File: config.mk
export PLATFORM = sky130hd
export DESIGN_NAME = muldiv_unit
export DESIGN_NICKNAME = d
export VERILOG_FILES = /design/src/rtl/muldiv_unit.sv
export SDC_FILE = /design/constraint.sdc
export NUM_CORES = 1
export LEC_CHECK = 0
export CORE_UTILIZATION = 45
export CTS_BUF_LIST = sky130_fd_sc_hd__clkbuf_8 sky130_fd_sc_hd__clkbuf_16
export DETAILED_ROUTE_END_ITERATION = 16
export PLACE_DENSITY = 0.8
export SLEW_MARGIN = 5
export SYNTH_ARGS = -nofsm -noshare
export SYNTH_HDL_FRONTEND = slang
export SYNTH_SLANG_ARGS = --single-unit
File: constraint.sdc
create_clock -name clk -period 3.9 [get_ports clk]
set_input_delay 0.975 -clock clk [delete_from_list [all_inputs] [get_ports clk]]
set_output_delay 0.975 -clock clk [all_outputs]
set_load 0.01 [all_outputs]
File: src/rtl/muldiv_unit.sv
// muldiv_unit -- iterative 32-bit multiply/divide unit with HI/LO registers.
//
// An operation accepted in IDLE runs 32 iterations in CALC (shift-add for
// multiply, restoring subtract-shift for divide) on magnitudes. FIX then
// applies the sign correction and writes HI/LO, and DONE pulses `done` for
// one cycle. MTHI/MTLO writes are accepted only while the unit is idle or
// in DONE.
//
// Configuration macro: MULDIV_DIV_EN
//   defined   -> DIVU/DIV are computed.
//   undefined -> no divide datapath; a DIVU/DIV request goes straight from
//                IDLE to DONE on the accepting edge, leaves HI/LO untouched
//                and never raises busy.
//
// Ports:
//   clk, rst_n           clock, asynchronous active-low reset
//   start, op[1:0]       request; op 00 MULTU, 01 MULT, 10 DIVU, 11 DIV
//   operand_a/operand_b  rs (multiplicand/dividend), rt (multiplier/divisor)
//   hilo_wr, hilo_sel    MTHI/MTLO strobe; sel 1 = HI, 0 = LO (also read sel)
//   hilo_wdata           MTHI/MTLO data
//   busy, done           in progress (CALC/FIX) / one-cycle completion pulse
//   hi_o, lo_o           HI and LO registers
//   hilo_rdata           MFHI/MFLO value (combinational select of HI/LO)
module muldiv_unit (
  input  logic        clk,
  input  logic        rst_n,
  input  logic        start,
  input  logic [1:0]  op,
  input  logic [31:0] operand_a,
  input  logic [31:0] operand_b,
  input  logic        hilo_wr,
  input  logic        hilo_sel,
  input  logic [31:0] hilo_wdata,
  output logic        busy,
  output logic        done,
  output logic [31:0] hi_o,
  output logic [31:0] lo_o,
  output logic [31:0] hilo_rdata
);

  typedef enum logic [1:0] {
    IDLE = 2'd0,
    CALC = 2'd1,
    FIX  = 2'd2,
    DONE = 2'd3
  } state_t;

  state_t      state_r, state_next_s;
  logic [4:0]  cnt_r;
  logic [31:0] opa_r;         // |multiplicand| or |dividend|
  logic [63:0] acc_r;         // multiply: {partial, multiplier}; divide: {rem, quot}
  logic        neg_lo_r;      // negate product / quotient in FIX
  logic [31:0] hi_r, lo_r;
  logic        busy_r, done_r;
  logic        start_ok_s;
  logic        calc_go_s;
  logic [31:0] a_abs_s, b_abs_s;
  logic [32:0] mul_sum_s;
  logic [63:0] acc_step_s;
  logic [63:0] prod_s;
  logic [31:0] hi_fix_s, lo_fix_s;
`ifdef MULDIV_DIV_EN
  logic        op_div_r;
  logic [31:0] opb_r;         // |divisor|
  logic        neg_hi_r;      // remainder takes the dividend's sign
  logic [32:0] rem_sh_s;
  logic [31:0] rem_diff_s;
`endif

  function automatic logic [31:0] abs32(input logic [31:0] v, input logic is_signed);
    if (is_signed && v[31]) abs32 = 32'd0 - v;
    else                    abs32 = v;
  endfunction

  function automatic logic [31:0] cneg32(input logic [31:0] v, input logic neg);
    if (neg) cneg32 = 32'd0 - v;
    else     cneg32 = v;
  endfunction

  function automatic logic [63:0] cneg64(input logic [63:0] v, input logic neg);
    if (neg) cneg64 = 64'd0 - v;
    else     cneg64 = v;
  endfunction

  assign start_ok_s = (state_r == IDLE) && start;
  assign a_abs_s    = abs32(operand_a, op[0]);
  assign b_abs_s    = abs32(operand_b, op[0]);
`ifdef MULDIV_DIV_EN
  assign calc_go_s  = start_ok_s;
`else
  assign calc_go_s  = start_ok_s && !op[1];
`endif

  // Next-state decode
  always_comb begin
    state_next_s = state_r;
    case (state_r)
      IDLE: begin
        if (calc_go_s)       state_next_s = CALC;
        else if (start_ok_s) state_next_s = DONE;   // divide request with no divider
        else                 state_next_s = IDLE;
      end
      CALC: begin
        if (cnt_r == 5'd31) state_next_s = FIX;
        else                state_next_s = CALC;
      end
      FIX:     state_next_s = DONE;
      DONE:    state_next_s = IDLE;
      default: state_next_s = IDLE;
    endcase
  end

  // State register
  always_ff @(posedge clk or negedge rst_n) begin
    if (!rst_n) state_r <= IDLE;
    else        state_r <= state_next_s;
  end

  // Registered status outputs, decoded from the next state
  always_ff @(posedge clk or negedge rst_n) begin
    if (!rst_n) begin
      busy_r <= 1'b0;
      done_r <= 1'b0;
    end else begin
      busy_r <= (state_next_s == CALC) || (state_next_s == FIX);
      done_r <= (state_next_s == DONE);
    end
  end

  // One iteration of the shift-add multiplier or restoring divider
  always_comb begin
    mul_sum_s  = {1'b0, acc_r[63:32]} + (acc_r[0] ? {1'b0, opa_r} : 33'd0);
    acc_step_s = {mul_sum_s, acc_r[31:1]};
`ifdef MULDIV_DIV_EN
    rem_sh_s   = {acc_r[63:32], acc_r[31]};
    // Remainder stays below the divisor, so the true difference fits 32 bits.
    rem_diff_s = rem_sh_s[31:0] - opb_r;
    if (op_div_r) begin
      if (rem_sh_s >= {1'b0, opb_r}) acc_step_s = {rem_diff_s, acc_r[30:0], 1'b1};
      else                           acc_step_s = {rem_sh_s[31:0], acc_r[30:0], 1'b0};
    end else begin
      acc_step_s = {mul_sum_s, acc_r[31:1]};
    end
`endif
  end

  // Sign-corrected results written to HI/LO in FIX
  always_comb begin
    prod_s   = cneg64(acc_r, neg_lo_r);
    hi_fix_s = prod_s[63:32];
    lo_fix_s = prod_s[31:0];
`ifdef MULDIV_DIV_EN
    if (op_div_r) begin
      if (opb_r == 32'd0) begin
        // Re-signing the magnitude restores the raw dividend, 0x80000000 included.
        hi_fix_s = cneg32(opa_r, neg_hi_r);
        lo_fix_s = 32'hFFFF_FFFF;
      end else begin
        hi_fix_s = cneg32(acc_r[63:32], neg_hi_r);
        lo_fix_s = cneg32(acc_r[31:0], neg_lo_r);
      end
    end else begin
      hi_fix_s = prod_s[63:32];
      lo_fix_s = prod_s[31:0];
    end
`endif
  end

  // Operand capture and iteration datapath
  always_ff @(posedge clk or negedge rst_n) begin
    if (!rst_n) begin
      cnt_r    <= 5'd0;
      opa_r    <= 32'd0;
      acc_r    <= 64'd0;
      neg_lo_r <= 1'b0;
`ifdef MULDIV_DIV_EN
      op_div_r <= 1'b0;
      opb_r    <= 32'd0;
      neg_hi_r <= 1'b0;
`endif
    end else if (calc_go_s) begin
      cnt_r    <= 5'd0;
      opa_r    <= a_abs_s;
      neg_lo_r <= op[0] & (operand_a[31] ^ operand_b[31]);
`ifdef MULDIV_DIV_EN
      op_div_r <= op[1];
      opb_r    <= b_abs_s;
      neg_hi_r <= op[0] & operand_a[31];
      acc_r    <= op[1] ? {32'd0, a_abs_s} : {32'd0, b_abs_s};
`else
      acc_r    <= {32'd0, b_abs_s};
`endif
    end else if (state_r == CALC) begin
      cnt_r <= cnt_r + 5'd1;   // wraps 31 -> 0 as CALC hands over to FIX
      acc_r <= acc_step_s;
    end
  end

  // HI/LO registers: result write in FIX, MTHI/MTLO only in IDLE or DONE
  always_ff @(posedge clk or negedge rst_n) begin
    if (!rst_n) begin
      hi_r <= 32'd0;
      lo_r <= 32'd0;
    end else if (state_r == FIX) begin
      hi_r <= hi_fix_s;
      lo_r <= lo_fix_s;
    end else if (hilo_wr && ((state_r == IDLE) || (state_r == DONE))) begin
      if (hilo_sel) hi_r <= hilo_wdata;
      else          lo_r <= hilo_wdata;
    end
  end

  assign busy       = busy_r;
  assign done       = done_r;
  assign hi_o       = hi_r;
  assign lo_o       = lo_r;
  assign hilo_rdata = hilo_sel ? hi_r : lo_r;

endmodule
==> results.md, run 1 <==
- Net Count, Synth: 1,567
- CTS sink count: 170
- Resize count post-CTS: 0
- Setup bufs post-CTS: 0
- Most common cell after layout, fill and taps aside: clkdlybuf4s50_1
- Yosys warning count: 0
- DRT iter0 DRCs: 1,174
- HP Start: opa_r[7]
- Startpoint types: primary input
- CTS HTree Levels: 4
- Switching portion of total power: 44.9%
- Drt via density: 5.86
- Fin. Hold Viols: 0
- Clock power share: 13.4%
- Total Routing Usage GR: 25.5%
- Core box area: 27,000 sq um
- Most frequent cells in the layout: clkdlybuf4s50_1, dfrtp_1, nand2_1
- Placed inst area: 14,700 sq um
- Initial core utilization: 45.9%
- CTS Root Cell: clkbuf_16
- Hold_buf cts: 0
- P per Cell Area: 811 nW/um^2
- CTS Buf Count: 17
- Mapped Area: 12,400 sq um
- Gate Count Post-Synth: 1,422
- CTS tree: done
- Slew HR: 31.3%
- Distinct cells, synth: 68
- Antenna fix cells: 0
- Worst IR drop on VDD: 407 uV
- Post-DP HPWL: 27,400 microns
- Clk_skew: 0.0120 ns
- Worst setup EP type: primary output
- Die area: 28,100 sq um
- Fin crit period: 3.54 ns
- R2r startpoint: acc_r[0]
- CP startpoint: hilo_sel
- Design area: 15,300 sq um
- Clock slew at reported path FFs: 0.07 ns
- Cell taking the most area after synthesis: dfrtp_1
- Max-slew violations: 0
- Non-Filler Instances: 1,935
- Reg2reg setup slack: 0.59 ns
- Initial antenna violation count: 0
- Int Pwr: 0.00684 W
- I/O pin count: 201
- Area Overhead vs Synth: 23.8%
- Ys flop type: dfrtp_1
- Routability cong.: 0.897
- WL per Instance: 18.3 microns
- Ys async rst share: 100%
- Seq/Total Area, Yosys: 34.4%
- Final Setup Violations: 0
- Routed Antenna Nets: 0
- Leakage: 6.12 nW
- Global route total overflow: 0
- Total Wirelength: 35,300 microns
- Post-synth top area share: 34.4%
- DRC: 0
- Critical path class: primary input to primary output
- Hold Path Class: flip-flop to flip-flop
- Status: finished clean
- Arrival time worst endpoint: 2.56 ns
- Chip width: 168 microns
- Final critical-path share of the clock period: 90.7%
- RSZ-0062 raised after global routing: false
- Placed cells: 1,903
- Fraction of layout cells with a size suffix above 1: 8.66%
- Hold slack: 0.478 ns
- First-pass GRT wire length: 57,700 microns
- Fill count: 2,331
- DR pass1 iterations: 5
- Crit path max fanout: 34
- CTS Buffer Depth: 2
- Synth Register Bits: 170
- Net Sw Power: 0.00558 W
- Combinational share of power: 55.8%
- Avg Cell Area, Syn: 8.69 sq um
- Worst EP required: 2.92 ns
- Routed via count: 11,300
- FMAX: 283 MHz
- Number of global-route vias before repair: 10,800
- Seq pwr share: 30.8%
- I/O Buffers: 200
- Tightest Pin Transition: 1.03 ns
- Die Y: 168 microns
- Synth area leaders: dfrtp_1, o21ai_0, mux2i_1
- Final nets: 1,726
- Largest net degree at the start of global routing: 88
- Later-pin clock latency in the skew report: 0.43 ns
- Setup TNS: 0 ns
- Rows: 60
- Max Cap Viol: 0
- Number of flops mapped to enable cells by yosys: 0
[cell usage after synthesis (3+ instances only)]
cell      count
xor2_1       71
buf_1         9
and4_1        3
a31oi_1      10
inv_1        22
nand3_1      15
or3_1        24
clkbuf_1     67
o21ai_0     153
o22ai_1       7
nor2_1      101
and3_1        4
mux2i_1      69
nand2_1     156
nand2b_1      6
buf_2         3
mux2_2       58
or4_4         3
or4_1        13
a21o_1       13
xnor2_1      69
o21a_1        5
o31ai_1      22
a211oi_1     20
nand4b_1      4
o31ai_2       4
a21oi_1     108
nand3b_1      6
dfrtp_1     170
o21bai_1      7
nand4_1       9
nor3_1       24
and4b_1       4
and2_1       37
ha_1         41
o211ai_1      5
nor4_1       11
or2_2         4
o41ai_1      16
nor2b_1      15
[area by class of cell]
class                   count  area [sq um]  share of cell area [%]
clock buffers              18           439                    2.87
clock inverters            14           134                   0.875
inverters                  23          86.3                   0.564
multi-input cells        1149          7750                    50.6
flip-flops and latches    170          4260                    27.8
well taps                 341           427                    2.79
repair buffers            220          2220                    14.5
[power by group through the flow]
stage	sequential (W)	combinational, W	clock, W
final	0.00382	0.00693	0.00166
after global routing	0.00394	0.00765	0.00175
after CTS	0.00380	0.00691	0.00168
after detailed placement	0.00383	0.00687	0
after global placement	0.00378	0.00672	0
after floorplan	0.00348	0.00447	0
[metrics by stage]
stage | setup WS [ns] | util, % | power (W)
2_1_floorplan | 0.921 | - | 0.00796
3_3_place_gp | 0.374 | 54.7 | 0.0105
3_5_place_dp | 0.360 | 54.7 | 0.0107
4_1_cts | 0.363 | 56.8 | 0.0124
5_1_grt | 0.312 | 56.8 | 0.0133
6_report | 0.362 | 56.8 | 0.0124
[metal layers]
metal  up-vias  GRT usage, %  share of wire [%]
met5         -             0                  0
met4         0          6.46                1.5
li1       5453             -                  -
met1      5407          35.5                 46
met3        42          3.45                6.3
met2       437          41.8                 46
[worst max-delay path: stages]
cell and delay [ns]:
clkdlybuf4s50_1 0.50, buf_12 0.22, mux2_2 0.36, clkdlybuf4s50_1 0.48
[flip-flops by register name, indices dropped and copies added (netlist names)]
name      cells
neg_lo_r      1
lo_o         32
busy          1
cnt_r         5
state_r       2
hi_o         32
opa_r        32
done          1
acc_r        64
[cell families (layout without fill, tap and decap cells)]
kind of cell | after synthesis | in the layout | share of synthesized area (%)
flip-flops | 170 | 170 | 34.4
buffers and inverters | 103 | 275 | 3.22
AND/OR/NAND/NOR | 450 | 450 | 18.3
AO/OA/AOI/OAI | 390 | 390 | 18.9
multiplexers | 127 | 127 | 10.9
XOR/XNOR | 140 | 140 | 9.92
adder cells (fa/ha/maj) | 42 | 42 | 4.31
[final timing paths]
kind                             endpoint  cells past startpoint
max                        hilo_rdata[20]                      4
min                              opa_r[7]                      2
max reg2reg                     acc_r[55]                     10
min reg2reg                      opa_r[7]                      2
max in group asynchronous       opa_r[19]                      2
min in group asynchronous         hi_o[2]                      1
No activity file was read; power rests on OpenSTA's default activity.
==> run 2, diff against run 1 <==
- SKIP_LAST_GASP: not set -> 1
==> results of run 2 <==
Same layout as run 1: the final DEF is identical, and so are final timing and power.
==> run 3, diff against run 2 <==
- CORE_ASPECT_RATIO: not set -> 1.2
==> run 3 against run 2 <==
Against the previous run:
- final area barely moved
- worst hold slack worse by 0.037 ns
- power rose by 0.75%
- first-iteration DRC count shrank 33%
- die area about the same
- critical endpoint is now hilo_rdata[15]
==> results.md, run 3 (synthesis gave the netlist of run 1 again) <==
- Slew HR: 26.4% (-4.9 points)
- RSZ-0062 raised after global routing: false
- Die Y: 184 microns (+9.4%)
- Initial antenna violation count: 1 (+1)
- Most common cell after layout, fill and taps aside: clkdlybuf4s50_1
- CTS Buf Count: 17 (unchanged)
- Max-slew violations: 0 (unchanged)
- Reg with most FFs: acc_r
- Final Setup Violations: 0 (unchanged)
- Routability cong.: 0.918 (+2.3%)
- Reg area: 4260 sq um (unchanged)
- Tightest Pin Transition: 1.10 ns (+0.0733 ns)
- Critical path class: primary input to primary output
- Reg2reg path depth: 10 (unchanged)
- Final nets: 1,725 (-0.058%)
- Place WS: 0.375 ns (+0.0153 ns)
- Hold slack: 0.441 ns (-0.0370 ns)
- Setup TNS: 0 ns (unchanged)
- Total Wirelength: 35,000 microns (-0.98%)
- Initial core utilization: 45.6% (-0.23 points)
- CTS HTree Levels: 4 (unchanged)
- Routed via count: 11,200 (-0.88%)
- DR pass1 iterations: 5 (unchanged)
- Drt via density: 5.81 (-0.78%)
- Routed Antenna Nets: 0 (unchanged)
- DRC: 0 (unchanged)
- Setup ws final: 0.375 ns (+0.0125 ns)
- WL per Instance: 18.1 microns (-0.88%)
- Fill count: 2,383 (+2.2%)
- R2r startpoint: acc_r[0]
- Hold Path Class: primary input to asynchronous set/reset pin
- Worst setup EP type: primary output
- Area Overhead vs Synth: 23.9% (about the same)
- Resize count post-CTS: 0 (unchanged)
- Design area: 15,300 sq um (about the same)
- Total Routing Usage GR: 25.3% (-0.23 points)
- CTS Root Cell: clkbuf_16
- Crit path max fanout: 34 (unchanged)
- Clock slew at reported path FFs: 0.07 ns (about the same)
- I/O pin count: 201 (unchanged)
- FMAX: 284 MHz (+0.35%)
- Reg2reg setup slack: 0.55 ns (-0.04 ns)
- Largest net degree at the start of global routing: 92 (+4.5%)
- Status: finished clean
- CTS tree: done
- Fin. Hold Viols: 0 (unchanged)
- Worst EP required: 2.92 ns (about the same)
- Rows: 66 (+10%)
- Clk_skew: 0.0167 ns (+0.00465 ns)
- Later-pin clock latency in the skew report: 0.45 ns (+0.02 ns)
- Post-DP HPWL: 26,600 microns (-2.7%)
- Worst IR drop on VDD: 343 uV (-16%)
- Core box area: 27,100 sq um (+0.50%)
- Most frequent cells in the layout: clkdlybuf4s50_1, dfrtp_1, nand2_1
- Max Cap Viol: 0 (unchanged)
- Worst reg2reg endpoint: acc_r[57]
- Global route total overflow: 0 (unchanged)
- I/O Buffers: 200 (unchanged)
- Fraction of layout cells with a size suffix above 1: 8.60% (-0.057 points)
- Max reg flops: 64 (unchanged)
- Fin crit period: 3.53 ns (-0.0125 ns)
- P per Cell Area: 817 nW/um^2 (+0.65%)
- Multi-input gate area: 7750 sq um (unchanged)
- Arrival time worst endpoint: 2.55 ns (about the same)
- CTS sink count: 170 (unchanged)
- Chip width: 153 microns (-8.6%)
- Antenna fix cells: 0 (unchanged)
- Placed inst area: 14,700 sq um (-0.14%)
- Die area: 28,100 sq um (about the same)
- First-pass GRT wire length: 56,500 microns (-2.0%)
- Number of global-route vias before repair: 10,800 (+0.056%)
- Startpoint types: primary input
- Hold_buf cts: 0 (unchanged)
- CTS Buffer Depth: 2 (unchanged)
- Finished Core Util: 56.6% (-0.23 points)
- Leakage: 6.13 nW (+0.24%)
- DRT iter0 DRCs: 781 (-33%)
- Final critical-path share of the clock period: 90.4% (-0.32 points)
- Setup bufs post-CTS: 0 (unchanged)
[run 3: cell count changes in the layout (fill, tap and decap cells not counted), sizes merged]
cell      previous run  this run
buf                 21        20
bufinv               0         1
clkbuf              18        17
clkinv               5         8
clkinvlp             3         1
inv                 29        28
[run 3: metrics by stage]
| step | total power [W] | std cells |
|---|---|---|
| 2_1_floorplan | 0.00796 | 1422 |
| 3_3_place_gp | 0.0105 | 1901 |
| 3_5_place_dp | 0.0107 | 1901 |
| 4_1_cts | 0.0125 | 1933 |
| 5_1_grt | 0.0134 | 1933 |
| 6_report | 0.0125 | 1933 |
[run 3: how the worst max path moves through the flow]
stage	startpoint	end	slack [ns]	depth (start not counted)
3_5_place_dp	hilo_sel	hilo_rdata[15]	0.38	4
5_1_grt	hilo_sel	hilo_rdata[24]	0.31	4
4_1_cts	hilo_sel	hilo_rdata[15]	0.37	4
2_1_floorplan	acc_r[0]	acc_r[55]	0.92	12
3_3_place_gp	hilo_sel	hilo_rdata[23]	0.39	4
6_report	hilo_sel	hilo_rdata[15]	0.37	4
[run 3: critical path, stage by stage]
cell             delay [ns]
clkdlybuf4s50_1        0.50
buf_12                 0.22
mux2_2                 0.36
clkdlybuf4s50_1        0.48
[run 3: routing by layer]
metal | wire, microns | global-route usage [%] | part of all wire, % | up-vias
li1 | - | - | - | 5424
met3 | 1520 | 3.70 | 4.3 | 56
met4 | 972 | 9.09 | 2.8 | 0
met5 | 0 | 0 | 0 | -
met2 | 17400 | 44.5 | 50 | 341
met1 | 15100 | 31.4 | 43 | 5418
[run 3: layout make-up]
type	instances	area share, %
Clock inverter	15	1.20
Tap cell	340	2.78
Timing Repair Buffer	219	14.3
Inverter	23	0.564
Multi-Input combinational cell	1149	50.6
Clock buffer	17	2.78
Sequential cell	170	27.8
[run 3: where the power goes]
group | internal [W] | switching (W)
combinational | 0.00331 | 0.00361
clock | 0.000920 | 0.000840
sequential | 0.00266 | 0.00117
total | 0.00689 | 0.00562
